## src/rtl/memoria_pkg.sv

```systemverilog
// memoria_pkg: shared types and defaults for the memoria_arbitro block.
// FSM state encoding, requester index constants and default geometry.
package memoria_pkg;

  // Arbiter/sequencer states: serve requesters, or sequencer owns memory
  typedef enum logic {
    ST_IDLE  = 1'b0,
    ST_CLEAR = 1'b1
  } state_t;

  // Requester indices inside the 2-bit request/grant vectors
  localparam int PORT_CPU = 0;  // CPU load/store path
  localparam int PORT_AUX = 1;  // loader / debug port

  // Default memory geometry
  localparam int DEF_ADDR_W = 8;
  localparam int DEF_DATA_W = 8;
  localparam int DEF_DEPTH  = 256;

endpackage

```

## src/rtl/memoria_arbitro_if.sv

```systemverilog
// memoria_arbitro_if: requester, clear-control and memory-side signals of
// the memory arbiter, bundled with modports.
//
// Handshake: reqX is a level request held (with weX/addrX/wdataX stable)
// until the cycle in which gntX is high; gntX=1 means the access happens in
// that very cycle (write lands on the closing rising edge, rdataX is valid
// in that cycle when weX=0). A request not granted must stay asserted.
interface memoria_arbitro_if
  import memoria_pkg::*;
#(
  parameter int ADDR_W = DEF_ADDR_W,
  parameter int DATA_W = DEF_DATA_W
);
  // requester 0 (CPU)
  logic              req0;
  logic              we0;
  logic [ADDR_W-1:0] addr0;
  logic [DATA_W-1:0] wdata0;
  logic              gnt0;
  logic [DATA_W-1:0] rdata0;
  // requester 1 (loader/debug)
  logic              req1;
  logic              we1;
  logic [ADDR_W-1:0] addr1;
  logic [DATA_W-1:0] wdata1;
  logic              gnt1;
  logic [DATA_W-1:0] rdata1;
  // clear sequencer control
  logic              clr_start;
  logic              clr_busy;
  logic              clr_done;
  // single-port memory side
  logic [ADDR_W-1:0] mem_position;
  logic [DATA_W-1:0] mem_data_in;
  logic              mem_mw;
  logic [DATA_W-1:0] mem_data_out;

  // arbiter side
  modport slave (
    input  req0, we0, addr0, wdata0,
    input  req1, we1, addr1, wdata1,
    input  clr_start, mem_data_out,
    output gnt0, rdata0, gnt1, rdata1,
    output clr_busy, clr_done,
    output mem_position, mem_data_in, mem_mw
  );

  // requesters + memory side (environment)
  modport master (
    output req0, we0, addr0, wdata0,
    output req1, we1, addr1, wdata1,
    output clr_start, mem_data_out,
    input  gnt0, rdata0, gnt1, rdata1,
    input  clr_busy, clr_done,
    input  mem_position, mem_data_in, mem_mw
  );

endinterface

```

## src/rtl/memoria_rr2.sv

```systemverilog
// memoria_rr2: 2-way round-robin grant. Grant is combinational from req and
// the pointer; the pointer names the favoured port and moves to the port
// that was not granted whenever a grant is issued while enabled.
module memoria_rr2
  import memoria_pkg::*;
(
  input  logic       clk,
  input  logic       r_n,
  input  logic [1:0] req,
  input  logic       en,
  output logic [1:0] gnt,
  output logic       ptr
);

  // Single-cycle grant: lone requester wins, contention resolved by pointer
  always_comb begin
    gnt = 2'b00;
    if (en) begin
      if (req == 2'b11) begin
        gnt[PORT_CPU] = (ptr == 1'b0);
        gnt[PORT_AUX] = (ptr == 1'b1);
      end else begin
        gnt = req;
      end
    end
  end

  // Pointer rotates on every grant, contended or not; frozen while disabled
  always_ff @(posedge clk or negedge r_n) begin
    if (!r_n) begin
      ptr <= 1'b0;
    end else if (en && (gnt != 2'b00)) begin
      // granting port 0 favours port 1 next, and vice versa
      ptr <= gnt[PORT_CPU];
    end
  end

endmodule

```

## src/rtl/memoria_arbitro.sv

```systemverilog
// memoria_arbitro: two-port round-robin arbiter plus hardware clear
// sequencer in front of the single-port data memory (memoria_dados).
// The clear walks addresses 0..DEPTH-1 writing zero, one word per cycle.
// Optional build macro: MEMORIA_ARB_CONT_EN adds cont_cnt, a saturating
// count of contended (both requesting) IDLE cycles.
module memoria_arbitro
  import memoria_pkg::*;
#(
  parameter int ADDR_W = DEF_ADDR_W,
  parameter int DATA_W = DEF_DATA_W,
  parameter int DEPTH  = DEF_DEPTH
)
(
  input  logic               clk,
  input  logic               r_n,
  memoria_arbitro_if.slave   bus,
  output state_t             dbg_state,
  output logic               dbg_ptr
`ifdef MEMORIA_ARB_CONT_EN
  ,
  output logic [7:0]         cont_cnt
`endif
);

  // last address written by the clear walk
  localparam logic [ADDR_W-1:0] CLR_LAST = ADDR_W'(DEPTH - 1);

  state_t            state;
  logic [ADDR_W-1:0] clr_cnt;
  logic              clr_done_q;
  logic              idle;
  logic [1:0]        req_vec;
  logic [1:0]        gnt_vec;
  logic              ptr;

  assign idle               = (state == ST_IDLE);
  assign req_vec[PORT_CPU]  = bus.req0;
  assign req_vec[PORT_AUX]  = bus.req1;

  // Arbitration only runs in IDLE; the clear owns the memory otherwise
  memoria_rr2 u_rr2 (
    .clk (clk),
    .r_n (r_n),
    .req (req_vec),
    .en  (idle),
    .gnt (gnt_vec),
    .ptr (ptr)
  );

  // Clear sequencer FSM: IDLE <-> CLEAR, address counter and done pulse
  always_ff @(posedge clk or negedge r_n) begin
    if (!r_n) begin
      state      <= ST_IDLE;
      clr_cnt    <= '0;
      clr_done_q <= 1'b0;
    end else begin
      case (state)
        ST_IDLE: begin
          clr_done_q <= 1'b0;
          // the start cycle itself is still arbitrated normally
          if (bus.clr_start) begin
            state   <= ST_CLEAR;
            clr_cnt <= '0;
          end
        end
        ST_CLEAR: begin
          // clr_start is ignored here: no restart of a running clear
          clr_cnt <= clr_cnt + 1'b1;
          if (clr_cnt == CLR_LAST) begin
            state      <= ST_IDLE;
            clr_done_q <= 1'b1;
          end else begin
            clr_done_q <= 1'b0;
          end
        end
        default: begin
          state      <= ST_IDLE;
          clr_done_q <= 1'b0;
        end
      endcase
    end
  end

  // Memory-side mux: clear walk, granted port, or inert port-0 defaults
  always_comb begin
    bus.mem_position = bus.addr0;
    bus.mem_data_in  = bus.wdata0;
    bus.mem_mw       = 1'b0;
    if (state == ST_CLEAR) begin
      bus.mem_position = clr_cnt;
      bus.mem_data_in  = '0;
      bus.mem_mw       = 1'b1;
    end else if (gnt_vec[PORT_AUX]) begin
      bus.mem_position = bus.addr1;
      bus.mem_data_in  = bus.wdata1;
      bus.mem_mw       = bus.we1;
    end else if (gnt_vec[PORT_CPU]) begin
      bus.mem_mw       = bus.we0;
    end
  end

  assign bus.gnt0     = gnt_vec[PORT_CPU];
  assign bus.gnt1     = gnt_vec[PORT_AUX];
  // both read ports see the memory output; meaningful only when granted
  assign bus.rdata0   = bus.mem_data_out;
  assign bus.rdata1   = bus.mem_data_out;
  assign bus.clr_busy = (state == ST_CLEAR);
  assign bus.clr_done = clr_done_q;

  assign dbg_state    = state;
  assign dbg_ptr      = ptr;

`ifdef MEMORIA_ARB_CONT_EN
  // Saturating contention counter; accepted clr_start clears it
  always_ff @(posedge clk or negedge r_n) begin
    if (!r_n) begin
      cont_cnt <= 8'd0;
    end else if (idle && bus.clr_start) begin
      cont_cnt <= 8'd0;
    end else if (idle && bus.req0 && bus.req1 && (cont_cnt != 8'hFF)) begin
      cont_cnt <= cont_cnt + 8'd1;
    end
  end
`endif

endmodule
```

## src/flat_wrapper.sv

```systemverilog
// flat-port wrapper written by rule: the top's interface ports become plain ports
module memoria_arbitro_flat import memoria_pkg::*;
#(
  parameter int ADDR_W = DEF_ADDR_W,
  parameter int DATA_W = DEF_DATA_W,
  parameter int DEPTH  = DEF_DEPTH
)
  (clk, r_n, dbg_state, dbg_ptr, bus_req0, bus_we0, bus_addr0, bus_wdata0, bus_req1, bus_we1, bus_addr1, bus_wdata1, bus_clr_start, bus_mem_data_out, bus_gnt0, bus_rdata0, bus_gnt1, bus_rdata1, bus_clr_busy, bus_clr_done, bus_mem_position, bus_mem_data_in, bus_mem_mw);
  memoria_arbitro_if #(.ADDR_W(ADDR_W), .DATA_W(DATA_W)) bus_i ();
  input  logic clk;
  input  logic r_n;
  output state_t dbg_state;
  output logic dbg_ptr;
  input wire logic [$bits(bus_i.req0)-1:0] bus_req0;
  input wire logic [$bits(bus_i.we0)-1:0] bus_we0;
  input wire logic [$bits(bus_i.addr0)-1:0] bus_addr0;
  input wire logic [$bits(bus_i.wdata0)-1:0] bus_wdata0;
  input wire logic [$bits(bus_i.req1)-1:0] bus_req1;
  input wire logic [$bits(bus_i.we1)-1:0] bus_we1;
  input wire logic [$bits(bus_i.addr1)-1:0] bus_addr1;
  input wire logic [$bits(bus_i.wdata1)-1:0] bus_wdata1;
  input wire logic [$bits(bus_i.clr_start)-1:0] bus_clr_start;
  input wire logic [$bits(bus_i.mem_data_out)-1:0] bus_mem_data_out;
  output wire logic [$bits(bus_i.gnt0)-1:0] bus_gnt0;
  output wire logic [$bits(bus_i.rdata0)-1:0] bus_rdata0;
  output wire logic [$bits(bus_i.gnt1)-1:0] bus_gnt1;
  output wire logic [$bits(bus_i.rdata1)-1:0] bus_rdata1;
  output wire logic [$bits(bus_i.clr_busy)-1:0] bus_clr_busy;
  output wire logic [$bits(bus_i.clr_done)-1:0] bus_clr_done;
  output wire logic [$bits(bus_i.mem_position)-1:0] bus_mem_position;
  output wire logic [$bits(bus_i.mem_data_in)-1:0] bus_mem_data_in;
  output wire logic [$bits(bus_i.mem_mw)-1:0] bus_mem_mw;
  assign bus_i.req0 = bus_req0;
  assign bus_i.we0 = bus_we0;
  assign bus_i.addr0 = bus_addr0;
  assign bus_i.wdata0 = bus_wdata0;
  assign bus_i.req1 = bus_req1;
  assign bus_i.we1 = bus_we1;
  assign bus_i.addr1 = bus_addr1;
  assign bus_i.wdata1 = bus_wdata1;
  assign bus_i.clr_start = bus_clr_start;
  assign bus_i.mem_data_out = bus_mem_data_out;
  assign bus_gnt0 = bus_i.gnt0;
  assign bus_rdata0 = bus_i.rdata0;
  assign bus_gnt1 = bus_i.gnt1;
  assign bus_rdata1 = bus_i.rdata1;
  assign bus_clr_busy = bus_i.clr_busy;
  assign bus_clr_done = bus_i.clr_done;
  assign bus_mem_position = bus_i.mem_position;
  assign bus_mem_data_in = bus_i.mem_data_in;
  assign bus_mem_mw = bus_i.mem_mw;
  memoria_arbitro #(.ADDR_W(ADDR_W), .DATA_W(DATA_W), .DEPTH(DEPTH)) u_core (.clk(clk), .r_n(r_n), .bus(bus_i), .dbg_state(dbg_state), .dbg_ptr(dbg_ptr));
endmodule
```

## config.mk

```make
export PLATFORM = sky130hd
export DESIGN_NAME = memoria_arbitro_flat
export DESIGN_NICKNAME = d
export VERILOG_FILES = /design/src/rtl/memoria_pkg.sv /design/src/rtl/memoria_arbitro_if.sv /design/src/rtl/memoria_rr2.sv /design/src/rtl/memoria_arbitro.sv /design/src/flat_wrapper.sv
export SDC_FILE = /design/constraint.sdc
export NUM_CORES = 1
export LEC_CHECK = 0
export CORE_UTILIZATION = 31
export CTS_CLUSTER_DIAMETER = 120
export DETAILED_ROUTE_END_ITERATION = 6
export PLACE_DENSITY = 0.79
export SLEW_MARGIN = 20
export SYNTH_ARGS = -nofsm -noshare
export SYNTH_HDL_FRONTEND = slang
export SYNTH_SLANG_ARGS = --single-unit
```

## constraint.sdc

```tcl
create_clock -name clk -period 1.2 [get_ports clk]
set_input_delay 0.18 -clock clk [delete_from_list [all_inputs] [get_ports clk]]
set_output_delay 0.18 -clock clk [all_outputs]
set_load 0.02 [all_outputs]
```

==> out/summary.md, run 1 <==
The leading register cell type out of synthesis is sky130_fd_sc_hd__dfrtp_1. The largest single stage delay on the critical path is 430 ps. By count the netlist is led by sky130_fd_sc_hd__buf_4, sky130_fd_sc_hd__o21ai_0, sky130_fd_sc_hd__nand2_1.

The TritonCTS buffer count is 3, and the data arrival time of the worst path is 1560 ps. The area share of the largest cell type after synthesis is 0.244, and the routed length on met1 is 1940 µm. Summed over all instances, the cell type with the most area after synthesis is sky130_fd_sc_hd__dfrtp_1. The fraction of final layout cells sized beyond drive strength 1 was 0.531. The routed design uses 2690 µm of met2 wire.

The setup slack after layout was -536 ps; the required time at the endpoint of the critical path was 1020 ps. The number of flops mapped to enable cells by yosys was 0. For this design the ratio of total power to cell area is 1650 mW/mm². The run gives 0.863 as the final weighted congestion in routability-driven placement. Endpoint class of the critical path: an output port. Compared with the post-synthesis result, the final layout area differs by 124%. The highest ir drop seen on vdd is 0.00101 V, and the share of flip-flops with an asynchronous set or reset after synthesis is 1.00. The max-slew violation total from the final report was 0. Max-cap violations in this run came to 0.

The area enclosed by the die boundary came out at 0.00389 mm². The run gives 2980 µm as the half-perimeter wire length of the detailed placement result. The tools report the cell area after synthesis as 0.00113 mm². The checks that failed: negative setup slack. Fill cells in the final layout number 207. The post-route clock period utilization was 1.45; the sink count of the clock tree was 11. The run finished, with violations left. Once placement finished, the instance area stood at 0.00218 mm². Measured along the y axis, the die boundary spans 62.3 µm. The first-pass GRT wire length came out at 7730 µm. The number of nets in the synthesized netlist is 194. The repair_antennas step left the layout with diodes totalling 0. The detailed router placed 1473 vias in this run. Counting flops and latches in the post-synthesis netlist gives 11. Worst relative slew slack: 0.638. At the later pin of the worst-skew pair, clock insertion delay measures 280 ps.

In the synthesized netlist, the number of instances is 146. For the via count of the first global-routing pass, the log shows 1614. The tools report the final number of setup-violating endpoints as 29. The most common cell in the synthesized netlist is sky130_fd_sc_hd__buf_4.

In this run the standard cell core region covers 0.00342 mm². For this block, the initial DRC count from the detailed router was 47. After detailed routing, the number of vias per cell comes to 5.13. Hold timing on the final database bottoms out at a slack of 249 ps. Clock tree synthesis selected as its root buffer the cell sky130_fd_sc_hd__clkbuf_4. Most common cell type on the critical path: sky130_fd_sc_hd__buf_6.

Setup repair after global routing could not meet its margin everywhere. The critical path goes through nor2b_4 > buf_6 > nor2_2 > a221o_1 > buf_6. Kind of start point of the critical path: a flip-flop.

Critical path class: reg -> out. Summed over all layers, the routed wires come to 5070 µm. The run gives 0.741 as the final core utilization. Final critical delay including setup and external delays: 1740 ps. The number of different library cells in the post-synthesis netlist came out at 35. The highest-delay cell along the critical path is sky130_fd_sc_hd__dfrtp_2. The post-route DRC violation count is 0. The CTS clock-pin slew for the worst setup and hold paths was 80 ps. The logs give 0 for the number of warnings issued by yosys and 0.244 for the sequential cell area fraction in the yosys report. In this run, post-CTS hold repair placed 0 buffers. The count of nets left with antenna violations once routing finished came out at 0.

By area the synthesized netlist is led by sky130_fd_sc_hd__dfrtp_1, sky130_fd_sc_hd__buf_4, sky130_fd_sc_hd__o21ai_0. In the final design database the tool counted 290 nets. At the pin with the least slew margin, the transition time is 542 ps. Static timing analysis puts the maximum clock frequency at 576 MHz.

The run gives 0 as the number of antenna violations at the first check in global routing. The tools report the overflow left after global routing as 0. For the total number of placement rows, the log shows 21.

In this run the deepest clock path goes through 2 buffers. The number of buffers inserted by port buffering was 61. Top layer used by detailed routing: met4.

Clock skew on the completed layout was measured at 4.23 ps. For the number of failing hold endpoints at the final stage, the log shows 0. In the detailed route, the total length drawn on met3 is 272 µm. The width of the chip works out to 62.3 µm. The tools report the I/O pin total as 86. The biggest fanout along the worst timing path is 5, and the starting density of the core is 0.330. The combined global-route utilization of all metal layers was 0.255.

The first detailed-routing pass took 4 iterations. The mean area per synthesized cell was 7.73 µm²; the H-tree depth was 1. Entering global routing, the biggest net connects 17 pins. TritonCTS built the clock tree.

In this run the static leakage power is 0.00109 µW. Class of the tightest hold or removal check: in -> async. In the final routed layout, each cell accounts on average for 17.7 µm. Summing all non-filler instances in the final layout gives an area of 0.00253 mm².
[cells by family (layout without fill, tap and decap cells)]
group / count (synthesis) / after routing / synth area share
buf+inv: 35 / 130 / 0.195
simple gates: 54 / 54 / 0.284
fa+ha+maj: 1 / 1 / 0.0111
xor+xnor: 3 / 3 / 0.0233
mux: 2 / 2 / 0.0177
compound gates: 40 / 40 / 0.225
flops: 11 / 11 / 0.244
[path summary, 6_finish.rpt]
path / start / to / slack (ps) / cells past startpoint
max in group asynchronous: r_n / u_core.bus.clr_busy$_DFF_PN0_ / 560 / 1
worst max-delay path: u_core.u_rr2.ptr$_DFFE_PN0P_ / bus_mem_mw / -540 / 5
worst max register to register: u_core.bus.clr_busy$_DFF_PN0_ / u_core.clr_cnt[7]$_DFFE_PN0P_ / -290 / 6
worst min register to register: u_core.u_rr2.ptr$_DFFE_PN0P_ / u_core.u_rr2.ptr$_DFFE_PN0P_ / 660 / 2
worst min-delay path: r_n / u_core.clr_cnt[2]$_DFFE_PN0P_ / 250 / 1
min in group clk: bus_mem_data_out[7] / bus_rdata0[7] / 360 / 0
[cells in the final DEF (no fill, tap or decap), types with 2 or more instances in the layout]
master                             n
sky130_fd_sc_hd__buf_4            39
sky130_fd_sc_hd__clkdlybuf4s50_1  36
sky130_fd_sc_hd__buf_6            34
sky130_fd_sc_hd__nand2_1          10
sky130_fd_sc_hd__nand3b_1          9
sky130_fd_sc_hd__dfrtp_1           9
sky130_fd_sc_hd__inv_1             8
sky130_fd_sc_hd__o311ai_4          8
sky130_fd_sc_hd__o21ai_1           7
sky130_fd_sc_hd__nor2b_1           7
sky130_fd_sc_hd__o21ai_2           5
sky130_fd_sc_hd__a21oi_2           5
sky130_fd_sc_hd__o21ai_0           4
sky130_fd_sc_hd__nor2_2            3
sky130_fd_sc_hd__a21oi_4           3
sky130_fd_sc_hd__nand2_4           3
sky130_fd_sc_hd__nor2_1            3
sky130_fd_sc_hd__a21o_1            3
sky130_fd_sc_hd__clkbuf_4          3
sky130_fd_sc_hd__dlygate4sd2_1     3
sky130_fd_sc_hd__nor2b_4           2
sky130_fd_sc_hd__nor3b_2           2
sky130_fd_sc_hd__nand2b_1          2
sky130_fd_sc_hd__mux2i_1           2
sky130_fd_sc_hd__buf_12            2
sky130_fd_sc_hd__buf_8             2
sky130_fd_sc_hd__dfrtp_2           2
[repair_timing]
action,CTS,global route
pin swaps,15,9
resized for setup,169,17
setup buffers,12,1
setup endpoints to repair,30,31
[layout make-up]
cell class	count	area [µm²]	area share
repair buffers	117	1140	0.450
multi-input cells	100	997	0.394
flip-flops and latches	11	278	0.110
well taps	46	57.6	0.0227
inverters	9	33.8	0.0134
clock buffers	4	26.3	0.0104
[report_power, final]
group,internal (µW),leakage [µW],switching [µW]
clock network,129,0.0000150,147
logic,1690,0.000952,1520
registers,524,0.000125,154
[layer usage]
layer  track usage  vias up
li1              -      684
met1         0.273      708
met2         0.467       67
met3        0.0460       14
met4         0.142        0
met5             0        -
[registers in the layout, summed over array words and instances, names as in the netlist]
register / count
u_core.bus.clr_busy: 1
u_core.clr_cnt: 8
u_core.bus.clr_done: 1
u_core.u_rr2.ptr: 1
[critical path, delay by kind of cell, from the launching register on]
kind,cells,cell delay [ps]
AO/OA/AOI/OAI,1,320
AND/OR/NAND/NOR,2,240
buffers and inverters,2,290
flip-flops,1,430
[through the flow]
stage	std cells	total power (µW)	TNS [ps]	setup slack (ps)
after floorplan	146	2070	-1980	-124
after global placement	271	2960	-18190	-896
after detailed placement	271	3050	-19280	-952
after CTS	287	3790	-9340	-521
after global routing	287	4340	-11570	-594
final	287	4160	-10190	-536
Power figures use the tool's default switching activity.
==> run 2: changes to the inputs <==
--- a/config.mk
+++ b/config.mk
@@ -8,6 +8,7 @@
 export CORE_UTILIZATION = 31
 export CTS_CLUSTER_DIAMETER = 120
 export DETAILED_ROUTE_END_ITERATION = 6
+export GPL_TIMING_DRIVEN = 0
 export PLACE_DENSITY = 0.79
 export SLEW_MARGIN = 20
 export SYNTH_ARGS = -nofsm -noshare
==> run 2 against run 1 <==
The flow still finishes with violations (negative setup slack). Clock skew is 1.4 ps lower. Worst hold slack worse by 4.9 ps. Non-clock buffer count is 13 higher. Combinational power shrank 6%. Global-route usage down 3.2 points. Count of clock-buffer cells in the layout is the same. Critical path type unchanged. Largest cell class unchanged. Highest routed layer unchanged.
==> out/summary.md, run 2 (synthesized netlist as in run 1, its figures left out) <==
The repair_antennas step left the layout with diodes totalling 0. The logs give 0.440 for the routing usage on met2 and 0.662 for the worst relative slew slack. The initial DRC count was 41; the area enclosed by the die boundary was 0.00389 mm². Fraction of final layout cells sized beyond drive strength 1: 0.520.

Dividing the detail-routed wire length by the instance count gives 17.4 µm. Setup violations remaining at the end of the flow were counted as 28. Placed instance count: 269.

In the layout the commonest cells are sky130_fd_sc_hd__clkdlybuf4s50_1, sky130_fd_sc_hd__buf_4, sky130_fd_sc_hd__buf_6. After clock tree synthesis, the clock-pin slew on the worst setup and hold paths is 80 ps. The TritonCTS buffer count is 3.

The core area came out at 0.00342 mm². Floorplan die height: 62.3 µm. STA classifies the critical path endpoint as an output port. The run gives 2 as the deepest clock path buffer count. Register with the most flip-flops: u_core.clr_cnt.

The post-route clock period utilization is 1.47, and the half-perimeter wire length of the detailed placement result is 2870 µm. Met1 global-route usage: 0.243. The finished cells cover 0.00278 mm². The tree is rooted in a sky130_fd_sc_hd__clkbuf_4. The first-pass GRT wire length came out at 6850 µm. The tools report the achievable frequency as 567 MHz. Across the routed clock network, the largest skew measured is 2.82 ps. For this run, design rule violations remaining after detail routing come to 0. The run gives 0 as the number of failing hold endpoints at the final stage. The I/O pin total is 86.

In this run the tool buffered the top-level ports with 77 buffer cells. The logs give 270 ps for the clock latency of the later-clocked register in the worst-skew pair and 0.00117 µW for the cell leakage power. From synthesis to final layout, the design area changed by 147%. Startpoint of the worst-slack reg-to-reg timing path: u_core.bus.clr_busy$_DFF_PN0_. In this run the power density over the cells is 1480 mW/mm². Number of violations of the max-capacitance limit: 0. The flow ran to the end, but the final reports show violations. For the pin with the worst max-slew slack, the measured transition is 505 ps. After floorplanning, the core was divided into 21 placement rows.

For the storage element area, the log shows 280 µm². After global routing the overflow that remains totals 0. The required time at the endpoint of the critical path is 1020 ps, and the hold-fix buffer count after cts is 0. The combined global-route utilization of all metal layers came out at 0.223. The worst setup path is launched from a flip-flop.

Traced cell by cell, the critical path runs through nor2b_4 > buf_4 > buf_8 > o21ai_2 > a21oi_2 > buf_6. The number of flip-flops in the largest register is 8. The tools report the area of the multi-input gates as 0.00106 mm². Data on the critical path arrives at its endpoint at 1580 ps. Along the worst path, the maximum fanout reaches 7. The run gives 0 as the number of antenna violations at the first check in global routing.

The clock net in this run drives a total of 11 sinks. The tools report the endpoint of the most critical register-to-register path as u_core.clr_cnt[6]$_DFFE_PN0P_. Critical path class: reg -> out. The via count of the first global-routing pass is 1458, and the setup slack after layout is -565 ps. Timing analysis after detailed placement gives a worst setup slack of -1280 ps. On the worst path, the slowest cell contributes a delay of 430 ps. In this run the cell area measured after placement is 0.00221 mm². The library cell used most frequently in the layout, excluding fill and tap cells, is sky130_fd_sc_hd__clkdlybuf4s50_1.

For this block, the routed nets add up to 5220 µm of wire. The met3 usage in global routing came out at 0.0294. The class of the tightest hold or removal check is in -> async. The aggregate negative setup slack was -10610 ps. The number of iterations in the first detailed-routing pass was 4. The checks that failed: negative setup slack. TritonCTS built the clock tree. The highest ir drop seen on vdd came out at 0.000977 V.

After global routing, the most crowded layer is met2. The worst reg-to-reg path cell count is 6. Vias per cell: 5.14. The slowest stage of the critical path is the sky130_fd_sc_hd__dfrtp_2 cell. The worst register-to-register path has a setup slack of -220 ps.

The max-slew violation total from the final report was 0. The routed design could run at a clock period as short as 1760 ps. Setup repair after global routing could not meet its margin everywhere. The H-tree depth was 1; the post-layout net count was 303. The routed layout has 1541 vias. The worst hold slack was 244 ps; the starting density of the core was 0.330.

After the flow finishes, the layout carries non-filler instances totaling 300. After filler insertion, the fill cell instance count of the layout stands at 185. The die is 62.3 µm wide. Entering global routing, the biggest net connects 12 pins.

For the antenna violation net count after detailed routing, the log shows 0. The final weighted congestion in routability-driven placement is 0.730.
[run 2: worst max-delay path by stage]
| stage | startpoint | to | cells after the start |
|---|---|---|---|
| after CTS | u_core.u_rr2.ptr$_DFFE_PN0P_ | bus_mem_mw | 5 |
| after global routing | u_core.u_rr2.ptr$_DFFE_PN0P_ | bus_mem_data_in[1] | 6 |
| after detailed placement | bus_req1 | bus_mem_position[5] | 6 |
| after global placement | bus_req1 | bus_mem_position[7] | 6 |
| after floorplan | u_core.u_rr2.ptr$_DFFE_PN0P_ | bus_mem_position[0] | 3 |
| final | u_core.u_rr2.ptr$_DFFE_PN0P_ | bus_mem_data_in[1] | 6 |
[run 2: repair_timing]
action	CTS	global route
endpoints found under the setup margin	30	28
gates resized for setup	167	37
pin swaps	5	13
hold endpoints to repair	0	0
gates cloned	2	0
buffers inserted	18	9
[run 2: worst max-delay path, delay by kind of cell, from the launching register on]
family	cells	cell delay, ps
buffers and inverters	3	410
AOI/OAI and AO/OA	2	240
and+or+nand+nor	1	240
DFF	1	430
[run 2: area by class of cell]
cell class,instances,area share
Timing Repair Buffer,104,0.385
Multi-Input combinational cell,100,0.379
Sequential cell,11,0.101
Buffer,26,0.0922
Tap cell,46,0.0207
Inverter,9,0.0121
Clock buffer,4,0.00944
[run 2: metrics by stage]
step	power, µW	utilization
after floorplan	2070	-
after global placement	2710	0.648
after detailed placement	2760	0.648
after CTS	3490	0.747
after global routing	4280	0.815
final	4110	0.815
[run 2: where the power goes]
group          leakage [µW]  switching, µW  total [µW]  internal, µW
logic               0.00104           1400        3030          1630
registers          0.000123            284         814           531
clock network     0.0000150            133         262           129
[run 2: routing by layer]
layer  routed length [µm]  part of all wire
met1                 1960              0.38
met2                 2830              0.54
met3                  228             0.044
met4                  199             0.038
met5                    0                 0
